--- src/rtl/alu_pkg.sv ---
// rtl/alu_pkg.sv - shared mode encodings and signed range helpers for the accumulating ALU
package alu_pkg;

  typedef enum logic [1:0] {
    MODE_ADD    = 2'b00,
    MODE_SUB    = 2'b01,
    MODE_SATADD = 2'b10,
    MODE_ACC    = 2'b11
  } mode_e;

  function automatic longint signed_max(input int w);
    return (longint'(1) <<< (w - 1)) - 1;
  endfunction

  function automatic longint signed_min(input int w);
    return -(longint'(1) <<< (w - 1));
  endfunction

endpackage

--- src/rtl/param_alu_acc_if.sv ---
// rtl/param_alu_acc_if.sv - operand/result handshake bundle for param_alu_acc
interface param_alu_acc_if #(
  parameter int W  = 4,
  parameter int CW = 4
);
  logic          in_valid;
  logic          in_ready;
  logic [W-1:0]  a;
  logic [W-1:0]  b;
  logic [1:0]    mode;
  logic          acc_clr;
  logic          out_valid;
  logic          out_ready;
  logic [W-1:0]  result;
  logic          carry;
  logic          ovf;
  logic [CW-1:0] acc_count;

  modport master (
    output in_valid, a, b, mode, acc_clr, out_ready,
    input  in_ready, out_valid, result, carry, ovf, acc_count
  );

  modport slave (
    input  in_valid, a, b, mode, acc_clr, out_ready,
    output in_ready, out_valid, result, carry, ovf, acc_count
  );
endinterface

--- src/rtl/alu_core.sv ---
// rtl/alu_core.sv - combinational wrap/sub/saturating add datapath with carry and overflow flags
module alu_core
  import alu_pkg::*;
#(
  parameter int W      = 4,
  parameter int SIGNED = 0
) (
  input  logic [W-1:0] x,
  input  logic [W-1:0] y,
  input  mode_e        mode,
  output logic [W-1:0] res,
  output logic         carry,
  output logic         ovf
);
  localparam bit           IS_SIGNED = (SIGNED != 0);
  localparam logic [W-1:0] SMAX      = W'(signed_max(W));
  localparam logic [W-1:0] SMIN      = W'(signed_min(W));

  logic [W:0] sum;
  logic [W:0] diff;
  logic       add_ovf;
  logic       sub_ovf;

  assign sum  = {1'b0, x} + {1'b0, y};
  assign diff = {1'b0, x} - {1'b0, y};

  // Signed overflow: result sign disagrees with what the operand signs allow
  assign add_ovf = IS_SIGNED ? ((x[W-1] == y[W-1]) && (sum[W-1] != x[W-1])) : sum[W];
  assign sub_ovf = IS_SIGNED ? ((x[W-1] != y[W-1]) && (diff[W-1] != x[W-1])) : diff[W];

  always_comb begin
    res   = sum[W-1:0];
    carry = sum[W];
    ovf   = add_ovf;
    case (mode)
      MODE_SUB: begin
        res   = diff[W-1:0];
        carry = diff[W];
        ovf   = sub_ovf;
      end
      MODE_SATADD: begin
        carry = 1'b0;
        if (add_ovf) begin
          if (IS_SIGNED) res = x[W-1] ? SMIN : SMAX;
          else           res = '1;
        end
      end
      default: ;
    endcase
  end
endmodule

--- src/rtl/param_alu_acc.sv ---
// rtl/param_alu_acc.sv - registered ALU with accumulator, transaction counter and valid/ready handshake
module param_alu_acc
  import alu_pkg::*;
#(
  parameter int W      = 4,
  parameter int SIGNED = 0,
  parameter int CW     = 4
) (
  input logic           clk,
  input logic           rst_n,
  param_alu_acc_if.slave bus
);
  logic          out_valid_q, out_valid_d;
  logic [W-1:0]  result_q, result_d;
  logic          carry_q, carry_d;
  logic          ovf_q, ovf_d;
  logic [W-1:0]  acc_q, acc_d;
  logic [CW-1:0] cnt_q, cnt_d;

  logic          accept;
  logic          consume;
  logic          is_acc;
  logic [W-1:0]  y_op;
  logic [CW-1:0] cnt_base;
  logic [W-1:0]  core_res;
  logic          core_carry;
  logic          core_ovf;

  assign bus.in_ready  = !out_valid_q || bus.out_ready;
  assign bus.out_valid = out_valid_q;
  assign bus.result    = result_q;
  assign bus.carry     = carry_q;
  assign bus.ovf       = ovf_q;
  assign bus.acc_count = cnt_q;

  assign accept   = bus.in_valid && bus.in_ready;
  assign consume  = out_valid_q && bus.out_ready;
  assign is_acc   = (mode_e'(bus.mode) == MODE_ACC);
  // A clear coincident with an ACC takes effect before the add
  assign y_op     = is_acc ? (bus.acc_clr ? '0 : acc_q) : bus.b;
  assign cnt_base = bus.acc_clr ? '0 : cnt_q;

  alu_core #(.W(W), .SIGNED(SIGNED)) u_core (
    .x     (bus.a),
    .y     (y_op),
    .mode  (mode_e'(bus.mode)),
    .res   (core_res),
    .carry (core_carry),
    .ovf   (core_ovf)
  );

  always_comb begin
    out_valid_d = out_valid_q;
    result_d    = result_q;
    carry_d     = carry_q;
    ovf_d       = ovf_q;
    acc_d       = bus.acc_clr ? '0 : acc_q;
    cnt_d       = cnt_base;
    if (accept) begin
      out_valid_d = 1'b1;
      result_d    = core_res;
      carry_d     = core_carry;
      ovf_d       = core_ovf;
      if (is_acc) begin
        acc_d = core_res;
        cnt_d = (&cnt_base) ? cnt_base : cnt_base + 1'b1;
      end
    end else if (consume) begin
      out_valid_d = 1'b0;
    end
  end

  always_ff @(posedge clk) begin
    if (!rst_n) begin
      out_valid_q <= 1'b0;
      result_q    <= '0;
      carry_q     <= 1'b0;
      ovf_q       <= 1'b0;
      acc_q       <= '0;
      cnt_q       <= '0;
    end else begin
      out_valid_q <= out_valid_d;
      result_q    <= result_d;
      carry_q     <= carry_d;
      ovf_q       <= ovf_d;
      acc_q       <= acc_d;
      cnt_q       <= cnt_d;
    end
  end
endmodule
--- src/flat_wrapper.sv ---
// flat-port wrapper written by rule: the top's interface ports become plain ports
module param_alu_acc_flat import alu_pkg::*;
#(
  parameter int W      = 4,
  parameter int SIGNED = 0,
  parameter int CW     = 4
)
  (clk, rst_n, bus_in_valid, bus_a, bus_b, bus_mode, bus_acc_clr, bus_out_ready, bus_in_ready, bus_out_valid, bus_result, bus_carry, bus_ovf, bus_acc_count);
  param_alu_acc_if #(.W(W), .CW(CW)) bus_i ();
  input logic clk;
  input logic rst_n;
  input wire logic [$bits(bus_i.in_valid)-1:0] bus_in_valid;
  input wire logic [$bits(bus_i.a)-1:0] bus_a;
  input wire logic [$bits(bus_i.b)-1:0] bus_b;
  input wire logic [$bits(bus_i.mode)-1:0] bus_mode;
  input wire logic [$bits(bus_i.acc_clr)-1:0] bus_acc_clr;
  input wire logic [$bits(bus_i.out_ready)-1:0] bus_out_ready;
  output wire logic [$bits(bus_i.in_ready)-1:0] bus_in_ready;
  output wire logic [$bits(bus_i.out_valid)-1:0] bus_out_valid;
  output wire logic [$bits(bus_i.result)-1:0] bus_result;
  output wire logic [$bits(bus_i.carry)-1:0] bus_carry;
  output wire logic [$bits(bus_i.ovf)-1:0] bus_ovf;
  output wire logic [$bits(bus_i.acc_count)-1:0] bus_acc_count;
  assign bus_i.in_valid = bus_in_valid;
  assign bus_i.a = bus_a;
  assign bus_i.b = bus_b;
  assign bus_i.mode = bus_mode;
  assign bus_i.acc_clr = bus_acc_clr;
  assign bus_i.out_ready = bus_out_ready;
  assign bus_in_ready = bus_i.in_ready;
  assign bus_out_valid = bus_i.out_valid;
  assign bus_result = bus_i.result;
  assign bus_carry = bus_i.carry;
  assign bus_ovf = bus_i.ovf;
  assign bus_acc_count = bus_i.acc_count;
  param_alu_acc #(.W(W), .SIGNED(SIGNED), .CW(CW)) u_core (.clk(clk), .rst_n(rst_n), .bus(bus_i));
endmodule
--- config.mk ---
export PLATFORM = sky130hd
export DESIGN_NAME = param_alu_acc_flat
export DESIGN_NICKNAME = d
export VERILOG_FILES = /design/src/rtl/alu_pkg.sv /design/src/rtl/param_alu_acc_if.sv /design/src/rtl/alu_core.sv /design/src/rtl/param_alu_acc.sv /design/src/flat_wrapper.sv
export SDC_FILE = /design/constraint.sdc
export NUM_CORES = 1
export LEC_CHECK = 0
export CORE_MARGIN = 4
export CORE_UTILIZATION = 53
export DETAILED_ROUTE_END_ITERATION = 8
export GPL_ROUTABILITY_DRIVEN = 0
export GPL_TIMING_DRIVEN = 0
export HOLD_SLACK_MARGIN = 0.03
export PLACE_DENSITY = 0.84
export SYNTH_ARGS = -nofsm -noshare
export SYNTH_HDL_FRONTEND = slang
export SYNTH_SLANG_ARGS = --single-unit
--- constraint.sdc ---
create_clock -name clk -period 5.11 [get_ports clk]
set_input_delay 0.7665 -clock clk [delete_from_list [all_inputs] [get_ports clk]]
set_output_delay 0.7665 -clock clk [all_outputs]
set_load 0.01 [all_outputs]
==> summary.md <==
The first global-routing pass estimated 4.20 mm of wire. The flow ran to the end, and the final reports show no timing, DRC or antenna violations. The share of the cycle needed by the critical path after routing is 66.7%, and the total iterations of the first detailed-routing run is 4. Dividing the detail-routed wire length by the instance count gives 14.4 um. The total overflow left after global routing is 0. The number of buffers inserted to repair setup after CTS came out at 0. Setup repair after global routing left no endpoint under its margin. In this run the deepest clock path goes through 2 buffers.

The initial utilization of the core area, before any placement, comes to 57.5%. Of the post-synthesis cell area, the dominant cell type holds 25.8%. Once layout is done, the placed cells without fillers occupy 0.00148 sq mm. The largest single stage delay on the critical path is 0.51 ns.

Of the synthesized area, sequential elements account for 25.8%. The run gives 293 MHz as the highest clock rate. The run gives 0 as the residual DRC count. For the relative max-transition margin, the log shows 75.6%. The reported max-cap violation count came out at 0. The signal on the critical path passes through clkdlybuf4s50_1 > ha_1 > mux2_2 > ha_1 > fa_1 > a21o_1 > a21oi_2 > a21o_1 > nand2_1 > a32o_1. Clock latency on the worst-skew pair, taken at its later pin, is 0.29 ns. Wires add up to 2.69 mm. The number of buffers and inverters on the critical path is 1, and the accumulated negative setup slack is 0 ns.

The floorplan step set the die height to 54.9 um. The number of hold buffers added after CTS came out at 0. The final-report setup violation count was 0. The run gives 162 as the total nets after synthesis.

Data on the critical path arrives at its endpoint at 3.59 ns. The number of antenna repair diodes is 0, and the largest voltage drop on the vdd net is 0.198 mV. The tools report the number of clock sinks as 15. The analysis attributes to cell leakage a power of 0.647 nW. The critical-path maximum fanout was 6; the number of nets in the layout was 192. The register bit count reported by yosys is 15, and the clock skew after layout is 0.0128 ns. TritonCTS built the clock tree.

The total instance count after detailed placement is 183. Using the TritonRoute via totals, the vias-per-cell ratio works out to 5.56. The initial antenna violation count is 0.

The clock slew seen by the registers of the worst setup and hold paths is 0.10 ns, and the data required time at the worst endpoint is 5.29 ns. The total number of H-tree levels is 1, and the pin count of the biggest net entering global routing is 11. The x dimension of the die works out to 54.9 um.

The post-CTS resize count was 0. CTS placed an instance of sky130_fd_sc_hd__clkbuf_4 at the clock tree root. The class of the tightest hold or removal check is register to register.

The number of instances on the worst hold path came out at 2. The most common library cell in the layout ignoring fill and taps is sky130_fd_sc_hd__clkdlybuf4s50_1. Yosys mapped the design onto 38 distinct sky130hd cell types. For this run, the number of Yosys warnings is 0.

The tools report the kind of start point of the critical path as a primary input. The run gives 0.00301 sq mm as the overall die area. The cell count of the worst reg-to-reg path is 9, and the final HPWL from detailed placement is 2.19 mm. The first routing iteration left 27 violations.

Power spread over the standard cell area amounts to 202 mW/mm^2. The library cells used most frequently in the layout, excluding fill and tap cells, are sky130_fd_sc_hd__clkdlybuf4s50_1 (25), sky130_fd_sc_hd__dfxtp_1 (15), sky130_fd_sc_hd__ha_1 (14), sky130_fd_sc_hd__inv_1 (10), sky130_fd_sc_hd__nand3_1 (10). The post-place instance area came out at 0.00145 sq mm. For the pin with the worst max-slew slack, the measured transition is 0.367 ns. The remaining antenna violation count after routing was 0. STA classifies the critical path endpoint as a register.

The number of cells in the finished layout apart from fillers came out at 187. For this design, the slowest cell found on the critical path is sky130_fd_sc_hd__clkdlybuf4s50_1. Critical path class: primary input to register. By area the synthesized netlist is led by sky130_fd_sc_hd__dfxtp_1 (26%), sky130_fd_sc_hd__ha_1 (15%), sky130_fd_sc_hd__nand3_1 (4.3%).

For the number of global-route vias before repair, the log shows 970. Number of max-slew violations in the final report: 0. The tools report the hold slack as 0.490 ns. The routed layout has 1040 vias.

After synthesis, the mean cell area works out to 8.88 sq um. In this run the core area contains 16 standard-cell rows. Final count of hold timing violations: 0. I/O pin total: 27.

The share of final-layout standard cells stronger than drive strength 1 is 11.9%. The run gives 3 as the total CTS buffers. The mapped cell area was 0.00116 sq mm.

The global routing usage on met3 is 5.18%, and the number of cells on the critical path is 10. The routing usage on met2 was 33.9%; the met1 layer usage reported by global route was 23.8%. Subtracting the final worst setup slack from the clock period gives 3.41 ns.

Synthesis handed over a netlist of 131 instances. The area of the core was 0.00202 sq mm. In this run the tool buffered the top-level ports with 25 buffer cells. Cells fill 73.0% of the core in the end. Global routing used 19.7% of the available tracks across all layers. The layer with the highest usage is met2. The largest total area in the synthesized netlist belongs to sky130_fd_sc_hd__dfxtp_1. The area growth from synthesis to final layout was 26.8%. On the critical path the largest part of the delay comes from adder cells.
sequential cells by signal (all words and copies together), names as in the netlist:
signal and cells:
u_core.bus.out_valid 1, u_core.bus.ovf 1, u_core.acc_q 4, u_core.bus.result 4, u_core.bus.acc_count 4, u_core.bus.carry 1
where the power goes:
group	internal (mW)	leakage, nW	switching, mW	total (mW)
registers	0.123	0.122	0.00344	0.127
logic	0.0501	0.507	0.0515	0.102
clock network	0.0291	0.0177	0.0407	0.0699
cell type report:
type / instances / area (sq um)
tap: 27 / 33.8
clock buffer: 3 / 22.5
multi-input combinational: 104 / 808
inverter: 10 / 37.5
clock inverter: 1 / 5.00
fill: 175 / 547
buffer: 2 / 17.5
sequential: 15 / 300
timing repair buffer: 25 / 250
metal layers:
metal	part of all wire (%)	up-vias
met5	0	-
met4	0.82	0
met3	6.0	2
met2	50	39
met1	43	480
li1	-	519
worst reg2reg max path: stages (launching register included):
cell                      delay, ns
sky130_fd_sc_hd__dfxtp_1       0.31
sky130_fd_sc_hd__nor2b_1       0.13
sky130_fd_sc_hd__mux2_2        0.31
sky130_fd_sc_hd__ha_1          0.22
sky130_fd_sc_hd__fa_1          0.43
sky130_fd_sc_hd__a21o_1        0.19
sky130_fd_sc_hd__a21oi_2       0.25
sky130_fd_sc_hd__a21o_1        0.15
sky130_fd_sc_hd__nand2_1       0.07
sky130_fd_sc_hd__a32o_1        0.21
synthesized netlist by cell type:
cell type                        instances
sky130_fd_sc_hd__nand3_1                10
sky130_fd_sc_hd__inv_1                  10
sky130_fd_sc_hd__mux2_2                  4
sky130_fd_sc_hd__and3_2                  1
sky130_fd_sc_hd__and2_1                  4
sky130_fd_sc_hd__nand2b_1                3
sky130_fd_sc_hd__xor2_1                  1
sky130_fd_sc_hd__o21ba_2                 1
sky130_fd_sc_hd__nand2_1                 7
sky130_fd_sc_hd__o21ai_0                 9
sky130_fd_sc_hd__dlymetal6s2s_1          1
sky130_fd_sc_hd__o21ai_1                 1
sky130_fd_sc_hd__a32o_1                  2
sky130_fd_sc_hd__a221oi_2                1
sky130_fd_sc_hd__fa_1                    2
sky130_fd_sc_hd__nor2b_1                 8
sky130_fd_sc_hd__a21boi_0                1
sky130_fd_sc_hd__and3b_1                 1
sky130_fd_sc_hd__nor3b_1                 2
sky130_fd_sc_hd__nand2_4                 1
sky130_fd_sc_hd__and2b_2                 1
sky130_fd_sc_hd__a2111oi_2               1
sky130_fd_sc_hd__dfxtp_1                15
sky130_fd_sc_hd__o21ai_2                 1
sky130_fd_sc_hd__nor2_1                  6
sky130_fd_sc_hd__nor3_1                  1
sky130_fd_sc_hd__a21o_1                  3
sky130_fd_sc_hd__a21oi_1                 6
sky130_fd_sc_hd__xnor2_1                 3
sky130_fd_sc_hd__o31ai_1                 2
sky130_fd_sc_hd__a21oi_2                 1
sky130_fd_sc_hd__o2bb2ai_1               1
sky130_fd_sc_hd__and4b_1                 2
sky130_fd_sc_hd__mux2i_1                 1
sky130_fd_sc_hd__nand2b_4                1
sky130_fd_sc_hd__ha_1                   14
sky130_fd_sc_hd__and2_4                  1
sky130_fd_sc_hd__clkbuf_2                1
kinds of logic (layout without fill, tap and decap cells):
logic type	after synthesis	count (layout)	share of synthesized area, %
fa+ha+maj	16	16	18.5
buf+inv	12	41	4.73
mux	5	5	4.73
xor+xnor	4	4	3.01
simple gates	49	49	25.1
flops	15	15	25.8
compound gates	30	30	18.2
metrics by stage:
| stage | power [mW] | setup slack [ns] |
|---|---|---|
| floorplan | 0.191 | 2.21 |
| global route | 0.314 | 1.61 |
| detailed placement | 0.230 | 1.42 |
| finish | 0.298 | 1.70 |
| CTS | 0.297 | 1.72 |
| global placement | 0.225 | 1.48 |
final timing paths:
path / slack, ns / startpoint / end
worst max-delay path: 1.70 / bus_mode[1] / u_core.bus.result[2]
worst max register to register: 2.73 / u_core.acc_q[0] / u_core.bus.result[2]
worst min-delay path: 0.49 / u_core.bus.result[0] / u_core.bus.result[0]
worst min register to register: 0.49 / u_core.bus.result[0] / u_core.bus.result[0]
No activity file was read; power rests on OpenSTA's default activity.
